**config.mk**
```make
export PLATFORM = sky130hd
export DESIGN_NAME = uncache_mem_bridge
export DESIGN_NICKNAME = d
export VERILOG_FILES = /design/src/rtl/uncache_mem_bridge.sv
export SDC_FILE = /design/constraint.sdc
export NUM_CORES = 1
export LEC_CHECK = 0
export ABC_AREA = 1
export CORE_UTILIZATION = 30
export DETAILED_ROUTE_END_ITERATION = 8
export GPL_ROUTABILITY_DRIVEN = 1
export MAX_ROUTING_LAYER = met4
export PLACE_DENSITY = 0.6
export SLEW_MARGIN = 20
export SYNTH_ARGS = -nofsm -noshare
export SYNTH_HDL_FRONTEND = slang
export SYNTH_SLANG_ARGS = --single-unit
```
**constraint.sdc**
```tcl
create_clock -name clk -period 1.87 [get_ports clk]
set_clock_uncertainty 0.05 [all_clocks]
set_input_delay 0.2805 -clock clk [delete_from_list [all_inputs] [get_ports clk]]
set_output_delay 0.2805 -clock clk [all_outputs]
set_load 0.005 [all_outputs]
```
**src/rtl/uncache_mem_bridge.sv**
```systemverilog
// Uncached LSU-to-bus bridge. It handles one outstanding load or store. It aligns
// requests to 8-byte bus beats, extracts load data, and reports misaligned accesses
// and bus timeouts.
module uncache_mem_bridge #(
  parameter int unsigned TIMEOUT_CYCLES = 255
) (
  input  logic        clk,
  input  logic        rst,
  // LSU request
  input  logic        req_vld_i,
  output logic        req_rdy_o,
  input  logic        req_write_i,
  input  logic [2:0]  req_size_i,
  input  logic [63:0] req_addr_i,
  input  logic [63:0] req_wdata_i,
  // LSU response
  output logic        resp_vld_o,
  input  logic        resp_rdy_i,
  output logic [63:0] resp_data_o,
  output logic        resp_err_o,
  // Memory bus
  output logic        bus_req_vld_o,
  input  logic        bus_req_rdy_i,
  output logic        bus_we_o,
  output logic [63:0] bus_addr_o,
  output logic [63:0] bus_wdata_o,
  output logic [7:0]  bus_wstrb_o,
  input  logic        bus_rvld_i,
  input  logic [63:0] bus_rdata_i,
  input  logic        bus_bvld_i,
  // Store error report
  output logic        err_o,
  output logic [63:0] err_addr_o
);

  typedef enum logic [1:0] {StIdle, StBreq, StBresp, StUpresp} state_e;

  // Compared one bit wider so a limit of 255 is reachable by an 8-bit count plus one.
  localparam logic [8:0] TimeoutVal = 9'(TIMEOUT_CYCLES);

  state_e      state_q, state_d;
  logic        write_q, write_d;
  logic [1:0]  size_q, size_d;
  logic [63:0] addr_q, addr_d;
  logic [63:0] wdata_q, wdata_d;
  logic [7:0]  cnt_q, cnt_d;
  logic [63:0] rdata_q, rdata_d;
  logic        rerr_q, rerr_d;
  logic        err_q, err_d;
  logic [63:0] err_addr_q, err_addr_d;

  logic        misaligned;
  logic [2:0]  offset;
  logic [7:0]  strb_base;
  logic [63:0] load_mask;
  logic [63:0] load_data;
  logic [8:0]  cnt_inc;
  logic        timeout;

  // Size bit 2 is not part of the encoding.
  logic unused_size_msb;
  assign unused_size_msb = req_size_i[2];

  assign offset  = addr_q[2:0];
  assign cnt_inc = {1'b0, cnt_q} + 9'd1;
  assign timeout = (cnt_inc == TimeoutVal);

  // Alignment check on the incoming request.
  always_comb begin
    misaligned = 1'b0;
    unique case (req_size_i[1:0])
      2'd0:    misaligned = 1'b0;
      2'd1:    misaligned = req_addr_i[0];
      2'd2:    misaligned = |req_addr_i[1:0];
      default: misaligned = |req_addr_i[2:0];
    endcase
  end

  // Byte-strobe pattern and load mask for the latched access size.
  always_comb begin
    strb_base = 8'h00;
    load_mask = '0;
    unique case (size_q)
      2'd0: begin
        strb_base = 8'h01;
        load_mask = 64'h0000_0000_0000_00ff;
      end
      2'd1: begin
        strb_base = 8'h03;
        load_mask = 64'h0000_0000_0000_ffff;
      end
      2'd2: begin
        strb_base = 8'h0f;
        load_mask = 64'h0000_0000_ffff_ffff;
      end
      default: begin
        strb_base = 8'hff;
        load_mask = 64'hffff_ffff_ffff_ffff;
      end
    endcase
  end

  // Right-justify the addressed bytes of the returned beat.
  assign load_data = (bus_rdata_i >> {offset, 3'b000}) & load_mask;

  // State and datapath registers.
  always_ff @(posedge clk) begin
    if (rst) begin
      state_q    <= StIdle;
      write_q    <= 1'b0;
      size_q     <= 2'd0;
      addr_q     <= '0;
      wdata_q    <= '0;
      cnt_q      <= '0;
      rdata_q    <= '0;
      rerr_q     <= 1'b0;
      err_q      <= 1'b0;
      err_addr_q <= '0;
    end else begin
      state_q    <= state_d;
      write_q    <= write_d;
      size_q     <= size_d;
      addr_q     <= addr_d;
      wdata_q    <= wdata_d;
      cnt_q      <= cnt_d;
      rdata_q    <= rdata_d;
      rerr_q     <= rerr_d;
      err_q      <= err_d;
      err_addr_q <= err_addr_d;
    end
  end

  // Next-state logic: request accept, bus handshake, response wait and upstream return.
  always_comb begin
    state_d    = state_q;
    write_d    = write_q;
    size_d     = size_q;
    addr_d     = addr_q;
    wdata_d    = wdata_q;
    cnt_d      = cnt_q;
    rdata_d    = rdata_q;
    rerr_d     = rerr_q;
    err_d      = 1'b0;
    err_addr_d = err_addr_q;

    unique case (state_q)
      StIdle: begin
        if (req_vld_i) begin
          write_d = req_write_i;
          size_d  = req_size_i[1:0];
          addr_d  = req_addr_i;
          wdata_d = req_wdata_i;
          if (misaligned) begin
            if (req_write_i) begin
              // Stores have no upstream response, so the fault goes to the error port.
              err_d      = 1'b1;
              err_addr_d = req_addr_i;
              state_d    = StIdle;
            end else begin
              rdata_d = '0;
              rerr_d  = 1'b1;
              state_d = StUpresp;
            end
          end else begin
            state_d = StBreq;
          end
        end
      end

      StBreq: begin
        if (bus_req_rdy_i) begin
          cnt_d   = '0;
          state_d = StBresp;
        end
      end

      StBresp: begin
        cnt_d = cnt_inc[7:0];
        // A matching response takes priority over a timeout in the same cycle.
        if (!write_q && bus_rvld_i) begin
          rdata_d = load_data;
          rerr_d  = 1'b0;
          state_d = StUpresp;
        end else if (write_q && bus_bvld_i) begin
          state_d = StIdle;
        end else if (timeout) begin
          if (write_q) begin
            err_d      = 1'b1;
            err_addr_d = addr_q;
            state_d    = StIdle;
          end else begin
            rdata_d = '0;
            rerr_d  = 1'b1;
            state_d = StUpresp;
          end
        end
      end

      StUpresp: begin
        if (resp_rdy_i) begin
          state_d = StIdle;
        end
      end

      default: state_d = StIdle;
    endcase
  end

  // Outputs are decoded from registered state only.
  always_comb begin
    req_rdy_o     = (state_q == StIdle) && !rst;
    resp_vld_o    = (state_q == StUpresp);
    resp_data_o   = rdata_q;
    resp_err_o    = (state_q == StUpresp) && rerr_q;
    bus_req_vld_o = (state_q == StBreq);
    bus_we_o      = (state_q == StBreq) && write_q;
    bus_addr_o    = {addr_q[63:3], 3'b000};
    bus_wdata_o   = wdata_q << {offset, 3'b000};
    bus_wstrb_o   = ((state_q == StBreq) && write_q) ? 8'(strb_base << offset) : 8'h00;
    err_o         = err_q;
    err_addr_o    = err_addr_q;
  end

endmodule

```
==> summary.txt <==
io pins = 473
Synth Area in Adders = 0.00170
clk_lat worst skew = 0.54 ns
Crit path arrival time = 2.04 ns
Unique masters post-synth = 37
Layout Area Growth over Synthesis = 78.1%
Final WS setup = -0.500 ns
sequential power share = 0.229
Final Cell Area = 0.0262 sq mm
top_reg_cell synth = dfxtp_1
P per Cell Area = 1320 mW/mm^2
final core occ = 0.546
Vias/cell = 5.27
Slowest cell on crit path = dfxtp_4
post-synth top area share = 0.368
Pre-antenna DRT Iters = 6
DR iter-0 viols = 1,655
placed insts = 3,358
Row Count = 80
area leader, netlist = dfxtp_1
register area = 0.00545 sq mm
status = complete, but fails checks
DRC Markers = 0
#FFs+latches synth = 271
RD Place Congestion = 0.947
area of the multi-input gates = 0.00978 sq mm
asr flop ratio synth = 0
Reg clk slew, reported paths = 0.06 ns
fillers = 4,457
largest family of logic cells by synthesized area = simple AND/OR/NAND/NOR gates
sw frac = 0.412
Int Power = 20.3 mW
relative slew slack = 0.647
Largest stage delay, worst path = 0.40 ns
count of flip-flops with a built-in enable after synthesis = 0
vias post-DR = 18,700
Initial Utilization = 0.307
Hold Startpoint = rst
VDD IR max = 818 uV
Hold Vio Cnt, Final = 0
CP Max Fanout = 7
die width = 224 um
largest net degree at the start of global routing = 92
antenna violations before repair = 8
commonest cells after routing, fill and taps aside = nand2_1, clkdlybuf4s50_1, nor2_1
vias in the first global route = 17,800
HP Class = input pin to flip-flop
number of max-cap violations = 0
Worst Path Required = 1.54 ns
Longest Clk Path Bufs = 3
most common cell after layout, fill and taps aside = nand2_1
Syn Inst Count = 2,318
worst path bufs/invs = 5
clock sinks = 271
Min Hold Slack = 0.263 ns
Overall Power = 34.5 mW
fmax = 0.422 GHz
detailed placement HPWL = 48,000 um
I/O Buffers = 468
Synth Area in Simple Gates = 0.299
crit path launch = addr_q[0]
gr usage total = 0.289
Post-DP Area = 0.0209 sq mm
startpoint types = flip-flop
Die H = 224 um
Final Max Slew Viols = 0
Post-DRT Antenna Nets = 0
Root Driver = clkbuf_16
FF-to-FF setup slack = -0.30 ns
Final Critical Period = 2.37 ns
GR Overflow Total = 0
Die ar. = 0.0500 sq mm
mux share of post-synthesis cell area = 0.0204
WL/cell = 21.4 um
total core area = 0.0480 sq mm
Cell Area, Synth = 0.0147 sq mm
final net count = 3,103
failing checks = negative setup slack
xor and xnor area share after synthesis = 0
sequential element share of the synthesized area = 0.368
WL final = 75,900 um
post-synthesis compound-gate area fraction = 0.184
Mapped Avg Cell Area = 6.35 sq um
period utilization = 1.27
Num CTS Buffers = 35
TritonCTS clock tree = done
share of cells above drive strength 1 = 0.308
Worst Setup End Kind = output pin
synth warn = 0
first-pass GRT wire length = 108,000 um
clock network power share = 0.205
top cell family by delay on the critical path = buffers and inverters
Gate power share = 0.565
Worst R2R Start = addr_q[0]
Psw = 14.2 mW
H-Tree Depth = 2
pin slew with the least headroom to its limit = 0.530 ns
crit path cell chain = buf_12 -> buf_12 -> buf_16 -> nand2_4 -> o21ai_4 -> o22ai_2 -> inv_2 -> o21ai_4 -> buf_2
ranking of synthesized cells by area = dfxtp_1, nand2_1, o21ai_0
endpoints failing setup = 203
critical path class = flip-flop to output pin
setup_tns = -50.18 ns
P_leak = 11.3 nW
RSZ-0062 raised after global routing = yes
Post-Place Worst Slack = -0.715 ns
non-filler cells in the finished layout = 3,544
power groups by stage:
stage | sequential, mW | clock (mW) | combinational, mW
after global routing | 8.02 | 7.41 | 20.6
final | 7.92 | 7.09 | 19.5
after detailed placement | 7.76 | 0 | 13.8
after CTS | 7.77 | 7.18 | 17.4
after global placement | 7.74 | 0 | 13.8
after floorplan | 7.56 | 0 | 6.82
worst paths after layout:
| path | to | cells after the start |
|---|---|---|
| min reg2reg | resp_data_o[51] | 2 |
| min | resp_data_o[63] | 3 |
| max | bus_wdata_o[53] | 9 |
| max reg2reg | resp_data_o[29] | 11 |
layout make-up:
cell class / instances / share of cell area
timing repair buffer: 780 / 0.321
inverter: 164 / 0.0240
tap: 615 / 0.0293
sequential: 271 / 0.208
multi-input combinational: 1646 / 0.373
antenna: 9 / 0.000858
clock buffer: 45 / 0.0375
clock inverter: 14 / 0.00725
state kept, by name (all words and copies together), names as in the netlist, 2 cells and up:
signal       cells
addr_q          64
cnt_q            8
err_addr_o      64
resp_data_o     64
size_q           2
state_q          2
wdata_q         64
kinds of logic (layout without fill, tap and decap cells):
kind of cell,Yosys count,after routing
flops,271,271
buf+inv,404,1003
compound gates,521,521
mux,30,30
other cells,1,12
fa+ha+maj,2,2
simple gates,1089,1090
synthesized netlist by cell type, drive strengths merged, types with 3 or more instances:
cell type and number:
a21oi 205, mux2i 30, or2 28, buf 133, nand3 146, nand2 543, o22ai 4, nor2 350
nand3b 3, o21ai 275, inv 162, nand4 5, clkbuf 107, a22oi 5, o211ai 20, nor3 14
dfxtp 271
layer usage:
layer | up-vias | share of wire | track usage | wire, um
li1 | 8636 | - | - | -
met1 | 9016 | 0.42 | 0.363 | 31800
met2 | 856 | 0.47 | 0.461 | 35700
met3 | 170 | 0.077 | 0.0550 | 5830
met4 | 0 | 0.035 | 0.102 | 2630
met5 | - | 0 | - | 0
what timing repair did:
item,4_1_cts,5_1_grt
cloned,43,6
pin swaps,131,139
hold endpoints to repair,0,0
setup endpoints to repair,265,334
hold buffers,0,0
setup buffers,65,26
gates resized for setup,821,269
worst reg2reg max path: stages, from the launching register on:
cell,delay [ns]
dfxtp_4,0.45
buf_4,0.16
buf_12,0.14
buf_12,0.15
buf_8,0.13
buf_16,0.14
nand2_4,0.06
o21ai_4,0.06
nand2_1,0.07
o211ai_1,0.20
o211ai_1,0.29
a21oi_1,0.20
Power figures use the tool's default switching activity.
